**src/rtl/adc_pkg.sv**
```systemverilog
// -----------------------------------------------------------------------------
// adc_pkg
//   Shared definitions for the parallel-bus ADC blocks on the 1.8V bank.
//   Holds the sequencer state encoding, the channel-index width, the default
//   timing constants (in clk_100M cycles) and a small helper used to size the
//   shared timing counter from whichever timing parameter is largest.
// -----------------------------------------------------------------------------
package adc_pkg;

   // Sequencer states. IDLE must stay the reset/abort state.
   typedef enum logic [2:0] {
      IDLE     = 3'd0,
      CONV     = 3'd1,
      WAIT_EOC = 3'd2,
      SETUP    = 3'd3,
      RD       = 3'd4,
      HOLD     = 3'd5,
      GAP      = 3'd6
   } adc_state_t;

   // Channel index width: up to 8 words per conversion.
   localparam int CH_W = 3;

   // Default timing, whole clk_100M cycles.
   localparam int DEF_DATA_W      = 12;
   localparam int DEF_NUM_CH      = 4;
   localparam int DEF_CONV_LOW    = 4;
   localparam int DEF_RD_SETUP    = 3;
   localparam int DEF_RD_LOW      = 6;
   localparam int DEF_RD_GAP      = 4;
   localparam int DEF_EOC_TIMEOUT = 255;

   // Depth of the EOC synchroniser.
   localparam int EOC_SYNC_STAGES = 2;

   function automatic int max_int(input int a, input int b);
      return (a > b) ? a : b;
   endfunction

endpackage

```
**src/rtl/adc_eoc_sync.sv**
```systemverilog
// -----------------------------------------------------------------------------
// adc_eoc_sync
//   Two-flop synchroniser for the ADC end-of-conversion line. EOC is active
//   low, so the chain resets to 1 (no conversion finished).
// Ports
//   clk_100M   in   system clock
//   Reset      in   async, active-low reset
//   eoc_async  in   raw EOC_18 from the pad
//   eoc_sync   out  EOC in the clk_100M domain, 2 cycles of latency
// -----------------------------------------------------------------------------
module adc_eoc_sync
   import adc_pkg::*;
(
   input  logic clk_100M,
   input  logic Reset,
   input  logic eoc_async,
   output logic eoc_sync
);

   logic [EOC_SYNC_STAGES-1:0] sync_reg;

   always_ff @(posedge clk_100M or negedge Reset) begin
      if (!Reset) begin
         sync_reg <= '1;
      end else begin
         sync_reg <= {sync_reg[EOC_SYNC_STAGES-2:0], eoc_async};
      end
   end

   assign eoc_sync = sync_reg[EOC_SYNC_STAGES-1];

endmodule

```
**src/rtl/adc_seq_ctrl.sv**
```systemverilog
// -----------------------------------------------------------------------------
// adc_seq_ctrl
//   Conversion/readout sequencer for the parallel-bus ADC. Fires CONVST, waits
//   for EOC (with timeout), then reads NUM_CH words with timed RD pulses and
//   hands each word to a valid/ready stream. Supports backpressure, abort via
//   PD_in and continuous back-to-back conversions.
// Ports
//   clk_100M     in   100 MHz system clock
//   Reset        in   async, active-low reset
//   start        in   1-cycle conversion request (only honoured in IDLE)
//   continuous   in   restart automatically after the last word is accepted
//   PD_in        in   power-up request; 0 powers down and aborts
//   EOC_18       in   ADC end-of-conversion, active low, asynchronous
//   DB_18        in   ADC data bus
//   CONVST_18    out  convert start, active-low pulse
//   RD_18        out  read strobe, active low
//   PD_18        out  ADC power control (PD_in gated by reset)
//   out_valid    out  captured word available
//   out_ready    in   downstream accept
//   out_data     out  captured word
//   out_ch       out  channel index of out_data
//   busy         out  high in every state except IDLE
//   timeout_err  out  1-cycle pulse when EOC never arrives
// -----------------------------------------------------------------------------
module adc_seq_ctrl
   import adc_pkg::*;
#(
   parameter int DATA_W      = DEF_DATA_W,
   parameter int NUM_CH      = DEF_NUM_CH,
   parameter int CONV_LOW    = DEF_CONV_LOW,
   parameter int RD_SETUP    = DEF_RD_SETUP,
   parameter int RD_LOW      = DEF_RD_LOW,
   parameter int RD_GAP      = DEF_RD_GAP,
   parameter int EOC_TIMEOUT = DEF_EOC_TIMEOUT
)
(
   input  logic              clk_100M,
   input  logic              Reset,
   input  logic              start,
   input  logic              continuous,
   input  logic              PD_in,
   input  logic              EOC_18,
   input  logic [DATA_W-1:0] DB_18,
   output logic              CONVST_18,
   output logic              RD_18,
   output logic              PD_18,
   output logic              out_valid,
   input  logic              out_ready,
   output logic [DATA_W-1:0] out_data,
   output logic [CH_W-1:0]   out_ch,
   output logic              busy,
   output logic              timeout_err
);

   // One down-counter serves every timed phase, so it is sized for the
   // largest timing parameter.
   localparam int CNT_MAX = max_int(max_int(max_int(CONV_LOW, RD_SETUP),
                                            max_int(RD_LOW, RD_GAP)),
                                    EOC_TIMEOUT);
   localparam int CNT_W   = $clog2(CNT_MAX + 1);

   localparam logic [CNT_W-1:0] CONV_LOAD  = CNT_W'(CONV_LOW - 1);
   localparam logic [CNT_W-1:0] EOC_LOAD   = CNT_W'(EOC_TIMEOUT - 1);
   localparam logic [CNT_W-1:0] SETUP_LOAD = CNT_W'(RD_SETUP - 1);
   localparam logic [CNT_W-1:0] RD_LOAD    = CNT_W'(RD_LOW - 1);
   // The accept cycle already counts as the first high cycle of the gap,
   // so the GAP state itself only needs RD_GAP-1 cycles.
   localparam logic [CNT_W-1:0] GAP_LOAD   = CNT_W'(RD_GAP - 2);
   localparam logic [CH_W-1:0]  LAST_CH    = CH_W'(NUM_CH - 1);

   adc_state_t       state_reg;
   logic [CNT_W-1:0] cnt_reg;
   logic [CH_W-1:0]  ch_reg;
   logic             eoc_sync;

   adc_eoc_sync u_eoc_sync (
      .clk_100M  (clk_100M),
      .Reset     (Reset),
      .eoc_async (EOC_18),
      .eoc_sync  (eoc_sync)
   );

   // ADC stays powered down while in reset; otherwise follow the request.
   assign PD_18 = Reset & PD_in;

   always_ff @(posedge clk_100M or negedge Reset) begin
      if (!Reset) begin
         state_reg   <= IDLE;
         cnt_reg     <= '0;
         ch_reg      <= '0;
         CONVST_18   <= 1'b1;
         RD_18       <= 1'b1;
         out_valid   <= 1'b0;
         out_data    <= '0;
         out_ch      <= '0;
         busy        <= 1'b0;
         timeout_err <= 1'b0;
      end else begin
         timeout_err <= 1'b0;

         if (!PD_in) begin
            // Power-down wins over everything, including a same-cycle start.
            // A word waiting in HOLD is discarded.
            state_reg <= IDLE;
            cnt_reg   <= '0;
            ch_reg    <= '0;
            CONVST_18 <= 1'b1;
            RD_18     <= 1'b1;
            out_valid <= 1'b0;
            busy      <= 1'b0;
         end else begin
            case (state_reg)
               IDLE: begin
                  if (start) begin
                     state_reg <= CONV;
                     CONVST_18 <= 1'b0;
                     cnt_reg   <= CONV_LOAD;
                     ch_reg    <= '0;
                     busy      <= 1'b1;
                  end
               end

               CONV: begin
                  if (cnt_reg == '0) begin
                     state_reg <= WAIT_EOC;
                     CONVST_18 <= 1'b1;
                     cnt_reg   <= EOC_LOAD;
                  end else begin
                     cnt_reg <= cnt_reg - 1'b1;
                  end
               end

               WAIT_EOC: begin
                  // An EOC seen in the final timeout cycle still counts.
                  if (!eoc_sync) begin
                     state_reg <= SETUP;
                     cnt_reg   <= SETUP_LOAD;
                  end else if (cnt_reg == '0) begin
                     state_reg   <= IDLE;
                     timeout_err <= 1'b1;
                     busy        <= 1'b0;
                  end else begin
                     cnt_reg <= cnt_reg - 1'b1;
                  end
               end

               SETUP: begin
                  if (cnt_reg == '0) begin
                     state_reg <= RD;
                     RD_18     <= 1'b0;
                     cnt_reg   <= RD_LOAD;
                  end else begin
                     cnt_reg <= cnt_reg - 1'b1;
                  end
               end

               RD: begin
                  // Sample on the edge that ends the last low cycle, so the
                  // bus has had the full RD low time to settle.
                  if (cnt_reg == '0) begin
                     state_reg <= HOLD;
                     RD_18     <= 1'b1;
                     out_valid <= 1'b1;
                     out_data  <= DB_18;
                     out_ch    <= ch_reg;
                  end else begin
                     cnt_reg <= cnt_reg - 1'b1;
                  end
               end

               HOLD: begin
                  if (out_ready) begin
                     out_valid <= 1'b0;
                     if (ch_reg != LAST_CH) begin
                        ch_reg <= ch_reg + 1'b1;
                        if (RD_GAP == 1) begin
                           state_reg <= RD;
                           RD_18     <= 1'b0;
                           cnt_reg   <= RD_LOAD;
                        end else begin
                           state_reg <= GAP;
                           cnt_reg   <= GAP_LOAD;
                        end
                     end else if (continuous) begin
                        state_reg <= CONV;
                        CONVST_18 <= 1'b0;
                        cnt_reg   <= CONV_LOAD;
                        ch_reg    <= '0;
                     end else begin
                        state_reg <= IDLE;
                        busy      <= 1'b0;
                     end
                  end
               end

               GAP: begin
                  if (cnt_reg == '0) begin
                     state_reg <= RD;
                     RD_18     <= 1'b0;
                     cnt_reg   <= RD_LOAD;
                  end else begin
                     cnt_reg <= cnt_reg - 1'b1;
                  end
               end

               default: begin
                  state_reg <= IDLE;
                  CONVST_18 <= 1'b1;
                  RD_18     <= 1'b1;
                  out_valid <= 1'b0;
                  busy      <= 1'b0;
               end
            endcase
         end
      end
   end

endmodule

```
**config.mk**
```make
export PLATFORM = sky130hd
export DESIGN_NAME = adc_seq_ctrl
export DESIGN_NICKNAME = d
export VERILOG_FILES = /design/src/rtl/adc_pkg.sv /design/src/rtl/adc_eoc_sync.sv /design/src/rtl/adc_seq_ctrl.sv
export SDC_FILE = /design/constraint.sdc
export NUM_CORES = 1
export LEC_CHECK = 0
export BUFFER_PORTS_ARGS = -buffer_cell sky130_fd_sc_hd__buf_2
export CAP_MARGIN = 20
export CORE_AREA = 2 2 86 88
export CTS_BUF_LIST = sky130_fd_sc_hd__clkbuf_8
export DETAILED_ROUTE_END_ITERATION = 10
export DIE_AREA = 0 0 88 90
export GPL_TIMING_DRIVEN = 0
export PLACE_DENSITY = 0.57
export SLEW_MARGIN = 20
export SYNTH_ARGS = -nofsm -noshare
export SYNTH_HDL_FRONTEND = slang
export SYNTH_SLANG_ARGS = --single-unit
```
**constraint.sdc**
```tcl
create_clock -name clk_100M -period 4.1 [get_ports clk_100M]
set_input_delay 0.41 -clock clk_100M [delete_from_list [all_inputs] [get_ports clk_100M]]
set_output_delay 0.41 -clock clk_100M [all_outputs]
set_load 0.1 [all_outputs]
```
==> results.json, run 1 <==
{
  "crit_type": "register to register",
  "final-seq-area_um2": 906,
  "cts.clk_slew.worst_paths_ns": 0.07,
  "critPathArrivalTime_ns": 2.88,
  "maxCapViolCount": 0,
  "ys.warnings.count": 0,
  "post_synth.cell_area_avg_um2": 10.1,
  "reg2reg_slack_ns": 1.39,
  "gr-total-overflow": 0,
  "post-route-period-util": 0.660,
  "max_slew.worst_pin.slew_ns": 1.04,
  "core_um2": 7020,
  "fillers": 726,
  "die_area_um2": 7920,
  "ys_top_cells_by_area": "dfrtp_1 39%, mux2_4 7.4%, dfstp_2 5.2%",
  "synthDistinctLibCells": 51,
  "synth_seq_cells": 36,
  "async_flop_share": 1.00,
  "max_slew_margin": 0.303,
  "crit_path_end_kind": "register",
  "cts_tree": "done",
  "synthTopCellsByCount": "32 x dfrtp_1, 18 x nor2_1, 17 x o21ai_0",
  "drc": 0,
  "ant_nets": 0,
  "ys_seq_area_frac": 0.445,
  "grt_max_degree": 38,
  "cts.path.max_buffers": 2,
  "setup_tns_ns": 0,
  "grt_pass1_vias": 1690,
  "synth_cells": 202,
  "die_w_um": 88,
  "synth_edf_count": 0,
  "ys.flop_type": "dfrtp_1",
  "synth_top_area_frac": 0.393,
  "vias": 1690,
  "p_leak_nw": 1.20,
  "powerDensity_nw_per_um2": 801,
  "ios": 40,
  "dp_slack_ns": 1.41,
  "worstPathRequired_ns": 4.28,
  "routed_wirelength_mm": 4.91,
  "cts_setup_buffers": 0,
  "gp_congestion": 0.846,
  "outcome": "finished clean",
  "cp-start-kind": "register",
  "synth.most_common_cell": "dfrtp_1",
  "rsz0062_at_grt": "no",
  "htree_levels": 2,
  "max_freq_mhz": 369,
  "vias_per_cell": 4.86,
  "start_util": 0.290,
  "hold_class": "primary input to asynchronous set/reset pin",
  "setup_ws_ns": 1.39,
  "synth_area_um2": 2040,
  "die_h_um": 90,
  "slew_violations": 0,
  "cts.sinks": 36,
  "num_antenna_cells": 0,
  "num_rows": 31,
  "cts.repair.resized": 0,
  "synth_top_area_cell": "dfrtp_1",
  "final_nets": 272,
  "skew_ns": 0.00580,
  "min_period_ns": 2.71,
  "drt-wirelength-per-cell_um": 14.1,
  "antenna_found_initial": 0,
  "track_usage": 0.132,
  "grt_pass1_wl_mm": 8.26,
  "report.final.setup_viol": 0,
  "cts_root_buf": "clkbuf_8",
  "largest_reg_flops": 12,
  "cts_hold_buf": 0,
  "hold_violations": 0,
  "drt_first_pass_iters": 4,
  "drive_gt1_frac": 0.313,
  "worst_ir_drop_vdd_uv": 332,
  "cts_made_buffers": 5,
  "r2r_start": "cnt_reg[0]",
  "r2r_end": "cnt_reg[0]",
  "reg2reg_depth": 10,
  "syn_nets": 226,
  "multi_input_area_um2": 1040,
  "syn2layout_area_growth_pct": 20.6,
  "clkLatencyLatePin_ns": 0.29,
  "path_max_fanout": 11,
  "numPortBuffers": 39,
  "place.detailed.hpwl_mm": 3.53,
  "drtIter0Drc": 71
}
## cell type report
| cell class | instances | share of cell area |
|---|---|---|
| Multi-Input combinational cell | 146 | 0.425 |
| Sequential cell | 36 | 0.369 |
| Timing Repair Buffer | 39 | 0.0795 |
| Tap cell | 99 | 0.0505 |
| Clock buffer | 7 | 0.0392 |
| Inverter | 14 | 0.0224 |
| Buffer | 6 | 0.0133 |
| Clock inverter | 1 | 0.00153 |
## metal layers
metal	up-vias	routed length [um]	track usage
li1	823	-	-
met1	814	2370	0.190
met2	42	2240	0.190
met3	11	215	0.0321
met4	0	89	0.0500
met5	-	0	0
## logic make-up after synthesis
kind of cell,share of synthesized area
buffers and inverters,0.0430
AO/OA/AOI/OAI,0.185
AND/OR/NAND/NOR,0.173
adder cells (fa/ha/maj),0.0307
flip-flops,0.445
multiplexers,0.123
## worst max-delay path by stage
stage                      end  cells past startpoint  startpoint
finish              cnt_reg[0]                     10  cnt_reg[0]
floorplan           cnt_reg[0]                     10  cnt_reg[0]
detailed placement  cnt_reg[0]                     10  cnt_reg[0]
global route        cnt_reg[0]                     10  cnt_reg[0]
global placement    cnt_reg[0]                     10  cnt_reg[0]
CTS                 cnt_reg[0]                     10  cnt_reg[0]
## cells in the final DEF (no fill, tap or decap), types with 2 or more instances in the layout
master,Yosys,layout
a21oi_1,15,15
a22oi_1,2,2
a31oi_1,3,3
a32o_1,2,2
and2_1,3,3
buf_2,2,41
clkbuf_1,3,3
clkbuf_8,0,7
dfrtp_1,32,32
dfstp_2,4,4
ha_1,5,5
inv_1,13,14
mux2_2,7,7
mux2_4,10,10
nand2_1,13,13
nand4_1,3,3
nor2_1,18,18
nor2b_1,6,6
nor3_1,7,7
nor3b_1,2,2
o2111ai_1,2,2
o21ai_0,17,17
o22ai_1,2,2
o31ai_1,3,3
## critical path, cell delays in order (launching register included)
cell	delay, ns
dfrtp_1	0.44
inv_1	0.13
ha_1	0.21
or3b_2	0.53
nor2_8	0.20
inv_4	0.10
ha_1	0.31
nor3b_1	0.05
o311ai_0	0.25
o21ai_0	0.16
a22o_1	0.22
## report_power, final
part / internal, W / switching (W)
Sequential: 0.000446 / 0.0000681
Clock: 0.000151 / 0.000127
Combinational: 0.000339 / 0.000836
## metrics by stage
| stage | util | area (um2) | hold WS, ns | cells | power (W) |
|---|---|---|---|---|---|
| 6_report | 0.350 | 2450 | 0.216 | 348 | 0.00197 |
| 4_1_cts | 0.350 | 2450 | 0.206 | 348 | 0.00198 |
| 2_1_floorplan | - | 2040 | 0.114 | 202 | 0.00146 |
| 3_3_place_gp | 0.335 | 2350 | 0.346 | 340 | 0.00168 |
| 3_5_place_dp | 0.335 | 2350 | 0.347 | 340 | 0.00169 |
| 5_1_grt | 0.350 | 2450 | 0.201 | 348 | 0.00211 |
Power figures use the tool's default switching activity.
==> run 2, diff against run 1 <==
--- a/config.mk
+++ b/config.mk
@@ -5,14 +5,15 @@
 export SDC_FILE = /design/constraint.sdc
 export NUM_CORES = 1
 export LEC_CHECK = 0
+export ABC_AREA = 1
 export BUFFER_PORTS_ARGS = -buffer_cell sky130_fd_sc_hd__buf_2
 export CAP_MARGIN = 20
-export CORE_AREA = 2 2 86 88
+export CORE_AREA = 2 2 89 91
 export CTS_BUF_LIST = sky130_fd_sc_hd__clkbuf_8
 export DETAILED_ROUTE_END_ITERATION = 10
-export DIE_AREA = 0 0 88 90
+export DIE_AREA = 0 0 91 93
 export GPL_TIMING_DRIVEN = 0
-export PLACE_DENSITY = 0.57
+export PLACE_DENSITY = 0.58
 export SLEW_MARGIN = 20
 export SYNTH_ARGS = -nofsm -noshare
 export SYNTH_HDL_FRONTEND = slang
==> constraint.sdc (replaced) <==
create_clock -name clk_100M -period 2.4 [get_ports clk_100M]
set_input_delay 0.24 -clock clk_100M [delete_from_list [all_inputs] [get_ports clk_100M]]
set_output_delay 0.24 -clock clk_100M [all_outputs]
set_load 0.1 [all_outputs]
==> run 2 against run 1 <==
  * Die area increased by 6.9%
  * Flip-flop and latch count unchanged
  * Worst hold slack got worse by 0.19 ns
  * Worst setup slack got worse by 0.88 ns
  * Non-clock buffer count unchanged
  * First-iteration DRC count decreased by 13%
  * Critical endpoint unchanged
==> results.json, run 2 <==
{
  "vias": 1936,
  "gp_congestion": 0.928,
  "cts_hold_buf": 0,
  "path_max_fanout": 11,
  "syn2layout_area_growth_pct": 20.0,
  "maxCapViolCount": 0,
  "final_common_cell": "nand2_1",
  "hold_violations": 0,
  "ant_nets": 0,
  "synth_cells": 291,
  "die_h_um": 93,
  "numPortBuffers": 39,
  "cts_setup_buffers": 0,
  "final_nets": 361,
  "skew_ns": 0.0115,
  "drive_gt1_frac": 0.240,
  "synth.most_common_cell": "nand2_1",
  "synth_top_area_cell": "dfrtp_1",
  "htree_levels": 2,
  "synth_area_um2": 2170,
  "final-seq-area_um2": 906,
  "cts_tree": "done",
  "die_w_um": 91,
  "ys.warnings.count": 0,
  "async_flop_share": 1.00,
  "num_rows": 32,
  "synth_top_area_frac": 0.369,
  "ys_seq_area_frac": 0.417,
  "max_freq_mhz": 529,
  "outcome": "finished clean",
  "grt_pass1_wl_mm": 8.56,
  "drtIter0Drc": 62,
  "gr-total-overflow": 0,
  "place.detailed.hpwl_mm": 3.67,
  "drc": 0,
  "start_util": 0.289,
  "antenna_found_initial": 0,
  "track_usage": 0.126,
  "vias_per_cell": 4.40,
  "cts_made_buffers": 5,
  "largest_reg_flops": 12,
  "die_area_um2": 8460,
  "core_um2": 7530,
  "cts.sinks": 36,
  "crit_path_end_kind": "register",
  "ys_top_cells_by_area": "dfrtp_1 37%, nand2_1 14%, inv_1 8.1%",
  "crit_type": "register to register",
  "cp-start-kind": "register",
  "fillers": 843,
  "cts.repair.resized": 0,
  "layout_common_cells": "83 x nand2_1, 47 x inv_1, 40 x buf_2",
  "max_slew.worst_pin.slew_ns": 0.842,
  "post_synth.cell_area_avg_um2": 7.46,
  "grt_max_degree": 38,
  "setup_tns_ns": 0,
  "multi_input_area_um2": 1020,
  "ios": 40,
  "hold_class": "primary input to register",
  "synth_seq_cells": 36,
  "routed_wirelength_mm": 5.02,
  "num_antenna_cells": 0,
  "report.final.setup_viol": 0,
  "min_period_ns": 1.89,
  "synthDistinctLibCells": 28,
  "slew_violations": 0,
  "rsz0062_at_grt": "no",
  "max_slew_margin": 0.439,
  "synthTopCellsByCount": "83 x nand2_1, 47 x inv_1, 32 x dfrtp_1",
  "synth_edf_count": 0,
  "cts.clk_slew.worst_paths_ns": 0.08,
  "critPathArrivalTime_ns": 2.07,
  "reg2reg_slack_ns": 0.51,
  "cts.path.max_buffers": 2,
  "post-route-period-util": 0.788,
  "drt-wirelength-per-cell_um": 11.4,
  "syn_nets": 315,
  "grt_pass1_vias": 1849,
  "cts_root_buf": "clkbuf_8",
  "drt_first_pass_iters": 4,
  "clkLatencyLatePin_ns": 0.30,
  "ys.flop_type": "dfrtp_1",
  "worstPathRequired_ns": 2.58
}
run 2: cell count changes in the layout (fill, tap and decap cells not counted), moves of 5 or more:
cell     before  now
nor2b_1       6    0
inv_1        14   47
nand3_1       1   27
nand2_1      13   83
nand2_2       1    6
nor2_4        0    5
mux2_4       10    0
o21ai_0      17   10
o21ai_1       1   18
mux2_2        7    0
nor3_1        7    1
a21oi_1      15    8
run 2: cells by family after synthesis:
group / share of synthesized area
compound gates: 0.100
xor+xnor: 0.0121
fa+ha+maj: 0.0288
buf+inv: 0.114
flops: 0.417
simple gates: 0.328
run 2: path summary, 6_finish.rpt:
path,start,end,cells past startpoint
setup / recovery,cnt_reg[0],cnt_reg[0],9
hold / removal,EOC_18,u_eoc_sync.sync_reg[0],1
setup reg to reg,cnt_reg[0],cnt_reg[0],9
hold reg to reg,u_eoc_sync.sync_reg[0],u_eoc_sync.sync_reg[1],0
max in group asynchronous,Reset,out_data[3],1
min in group asynchronous,Reset,state_reg[0],1
run 2: per-stage QoR:
stage / cells / area, um2 / setup slack [ns] / util / hold slack [ns]
after CTS: 440 / 2610 / 0.497 / 0.346 / 0.0172
after detailed placement: 432 / 2490 / 0.512 / 0.331 / 0.347
after global routing: 440 / 2610 / 0.329 / 0.346 / 0.0185
final: 440 / 2610 / 0.509 / 0.346 / 0.0268
after floorplan: 291 / 2170 / 0.749 / - / -0.0556
after global placement: 432 / 2490 / 0.551 / 0.331 / 0.346
run 2: final cells by class:
type                       count  share of cell area
buffer                         6              0.0206
clock buffer                   5              0.0264
clock inverter                 3              0.0163
inverter                      51              0.0744
multi-input combinational    198               0.391
sequential                    36               0.348
tap                          102              0.0490
timing repair buffer          39              0.0749
run 2: worst max-delay path, stage by stage, from the launching register on:
cell     delay [ns]
dfrtp_1        0.40
inv_1          0.13
ha_1           0.19
nand2_1        0.08
nor2_2         0.26
inv_2          0.17
ha_1           0.30
a21oi_1        0.05
o21ai_2        0.14
nand2_1        0.06
run 2: per-layer routing:
| layer | GRT usage | wire length (um) | share of wire | vias to the layer above |
|---|---|---|---|---|
| met2 | 0.205 | 2300 | 0.46 | 49 |
| met1 | 0.160 | 2350 | 0.47 | 881 |
| met5 | 0 | 0 | 0 | - |
| met4 | 0.0606 | 137 | 0.027 | 0 |
| met3 | 0.0242 | 233 | 0.046 | 13 |
| li1 | - | - | - | 993 |
Power of run 2 is not shown: default switching activity piles up to over one toggle a cycle in this logic, so the estimate is an artifact.
==> run 3, diff against run 2 <==
--- a/config.mk
+++ b/config.mk
@@ -13,7 +13,7 @@
 export DETAILED_ROUTE_END_ITERATION = 10
 export DIE_AREA = 0 0 91 93
 export GPL_TIMING_DRIVEN = 0
-export PLACE_DENSITY = 0.58
+export PLACE_DENSITY = 0.56
 export SLEW_MARGIN = 20
 export SYNTH_ARGS = -nofsm -noshare
 export SYNTH_HDL_FRONTEND = slang
==> constraint.sdc (replaced) <==
create_clock -name clk_100M -period 1.9 [get_ports clk_100M]
set_input_delay 0.19 -clock clk_100M [delete_from_list [all_inputs] [get_ports clk_100M]]
set_output_delay 0.19 -clock clk_100M [all_outputs]
set_load 0.1 [all_outputs]
==> run 3 against run 2 <==
  * Maximum frequency increased by 11%
  * Via count down 0.77%
  * Register-to-register slack worse by 0.31 ns
  * First-iteration DRC count is 32% higher
  * Worst setup slack got worse by 0.31 ns
  * Non-clock buffer count grew 2
  * Critical path type unchanged
  * Highest routed layer unchanged
==> results.json, run 3 (synthesis gave the netlist of run 2 again) <==
{
  "cts.sinks": 36,
  "cp_slowest_cell": "dfrtp_1",
  "post-route-period-util": 0.894,
  "outcome": "finished clean",
  "utilization": 0.347,
  "ios": 40,
  "setup_ws_ns": 0.201,
  "worstPathRequired_ns": 2.08,
  "numPortBuffers": 39,
  "hold_violations": 0,
  "gr-total-overflow": 0,
  "ant_nets": 0,
  "rsz0062_at_grt": "no",
  "antenna_found_initial": 0,
  "cts_root_buf": "clkbuf_8",
  "drc": 0,
  "die_h_um": 93,
  "grt_max_degree": 38,
  "syn2layout_area_growth_pct": 20.2,
  "crit_type": "register to register",
  "skew_ns": 0.00670,
  "drt_first_pass_iters": 4,
  "crit_path_end_kind": "register",
  "min_period_ns": 1.70,
  "cts_tree": "done",
  "critPathArrivalTime_ns": 1.88,
  "setup_tns_ns": 0,
  "num_rows": 32,
  "max_slew_margin": 0.443,
  "hold_class": "primary input to asynchronous set/reset pin",
  "max_freq_mhz": 588,
  "drtIter0Drc": 82,
  "dp_slack_ns": 0.00564,
  "report.final.setup_viol": 0,
  "cts.clk_slew.worst_paths_ns": 0.08,
  "path_delay_family": "adder cells",
  "die_w_um": 91,
  "place.detailed.hpwl_mm": 3.62,
  "grt_pass1_vias": 1842,
  "vias": 1921,
  "die_area_um2": 8460,
  "vias_per_cell": 4.35,
  "cts.path.max_buffers": 2,
  "slew_violations": 0,
  "max_slew.worst_pin.slew_ns": 0.836,
  "crit_chain": "inv_1, ha_1, nand2_1, nor2_4, inv_2, ha_1, inv_1, nand3_1, nand3_1, o21ai_2, nand2_1",
  "routed_wirelength_mm": 4.98,
  "track_usage": 0.123,
  "fillers": 852,
  "htree_levels": 2,
  "path_max_fanout": 11,
  "clkLatencyLatePin_ns": 0.29,
  "drt-wirelength-per-cell_um": 11.3,
  "num_antenna_cells": 0,
  "final_common_cell": "nand2_1",
  "cp-start-kind": "register",
  "final_nets": 363,
  "start_util": 0.289,
  "worst-path-buf-inv": 3,
  "largest_reg_flops": 12,
  "cts_made_buffers": 5,
  "cpPeakStageDelay_ns": 0.38,
  "drive_gt1_frac": 0.241,
  "gp_congestion": 0.849,
  "layout_common_cells": "83 x nand2_1, 47 x inv_1, 40 x buf_2",
  "grt_pass1_wl_mm": 8.50,
  "core_um2": 7530,
  "maxCapViolCount": 0
}
==> run 3: changes by cell type in the layout (fill, tap and decap cells not counted), sizes merged <==
cell / before / now
dlygate4sd3: 0 / 1
clkinvlp: 1 / 2
bufinv: 1 / 0
buf: 44 / 45
==> run 3: repair_timing <==
action | in CTS | in global routing
setup endpoints to repair | 1 | 1
hold buffers | 1 | 0
buffers inserted | 0 | 1
pin swaps | 0 | 1
gates resized for setup | 1 | 0
hold endpoints to repair | 1 | 0
==> run 3: final cells by class <==
| type | count | area, um2 | share of cell area |
|---|---|---|---|
| Buffer | 6 | 53.8 | 0.0206 |
| Clock buffer | 5 | 68.8 | 0.0264 |
| Clock inverter | 3 | 23.8 | 0.00911 |
| Inverter | 51 | 194 | 0.0743 |
| Multi-Input combinational cell | 198 | 1020 | 0.392 |
| Sequential cell | 36 | 906 | 0.347 |
| Tap cell | 102 | 128 | 0.0489 |
| Timing Repair Buffer | 41 | 213 | 0.0815 |
==> run 3: stage by stage <==
stage          hold slack (ns)  instance area (um2)  instances
2_1_floorplan           -0.106                 2170        291
3_3_place_gp             0.295                 2490        432
3_5_place_dp             0.297                 2490        432
4_1_cts                 0.0298                 2600        441
5_1_grt                 0.0597                 2610        442
6_report               0.00208                 2610        442
==> run 3: metal layers <==
layer / up-vias / GRT usage / routed length (um) / part of all wire
met2: 26 / 0.206 / 2410 / 0.48
met4: 0 / 0.0429 / 40 / 0.0080
met3: 4 / 0.0234 / 150 / 0.030
li1: 1001 / - / - / -
met1: 890 / 0.159 / 2370 / 0.48
met5: - / 0 / 0 / 0
==> run 3: worst paths after layout <==
path | from | endpoint | slack [ns] | cells after the start
max | cnt_reg[0] | cnt_reg[0] | 0.20 | 11
min | Reset | state_reg[0] | 0.002 | 1
max reg2reg | cnt_reg[0] | cnt_reg[0] | 0.20 | 11
min reg2reg | u_eoc_sync.sync_reg[0] | u_eoc_sync.sync_reg[1] | 0.36 | 0
max in group asynchronous | Reset | cnt_reg[7] | 1.37 | 1
min in group clk_100M | DB_18[6] | out_data[6] | 0.17 | 5
Power of run 3 is left out for the same reason.
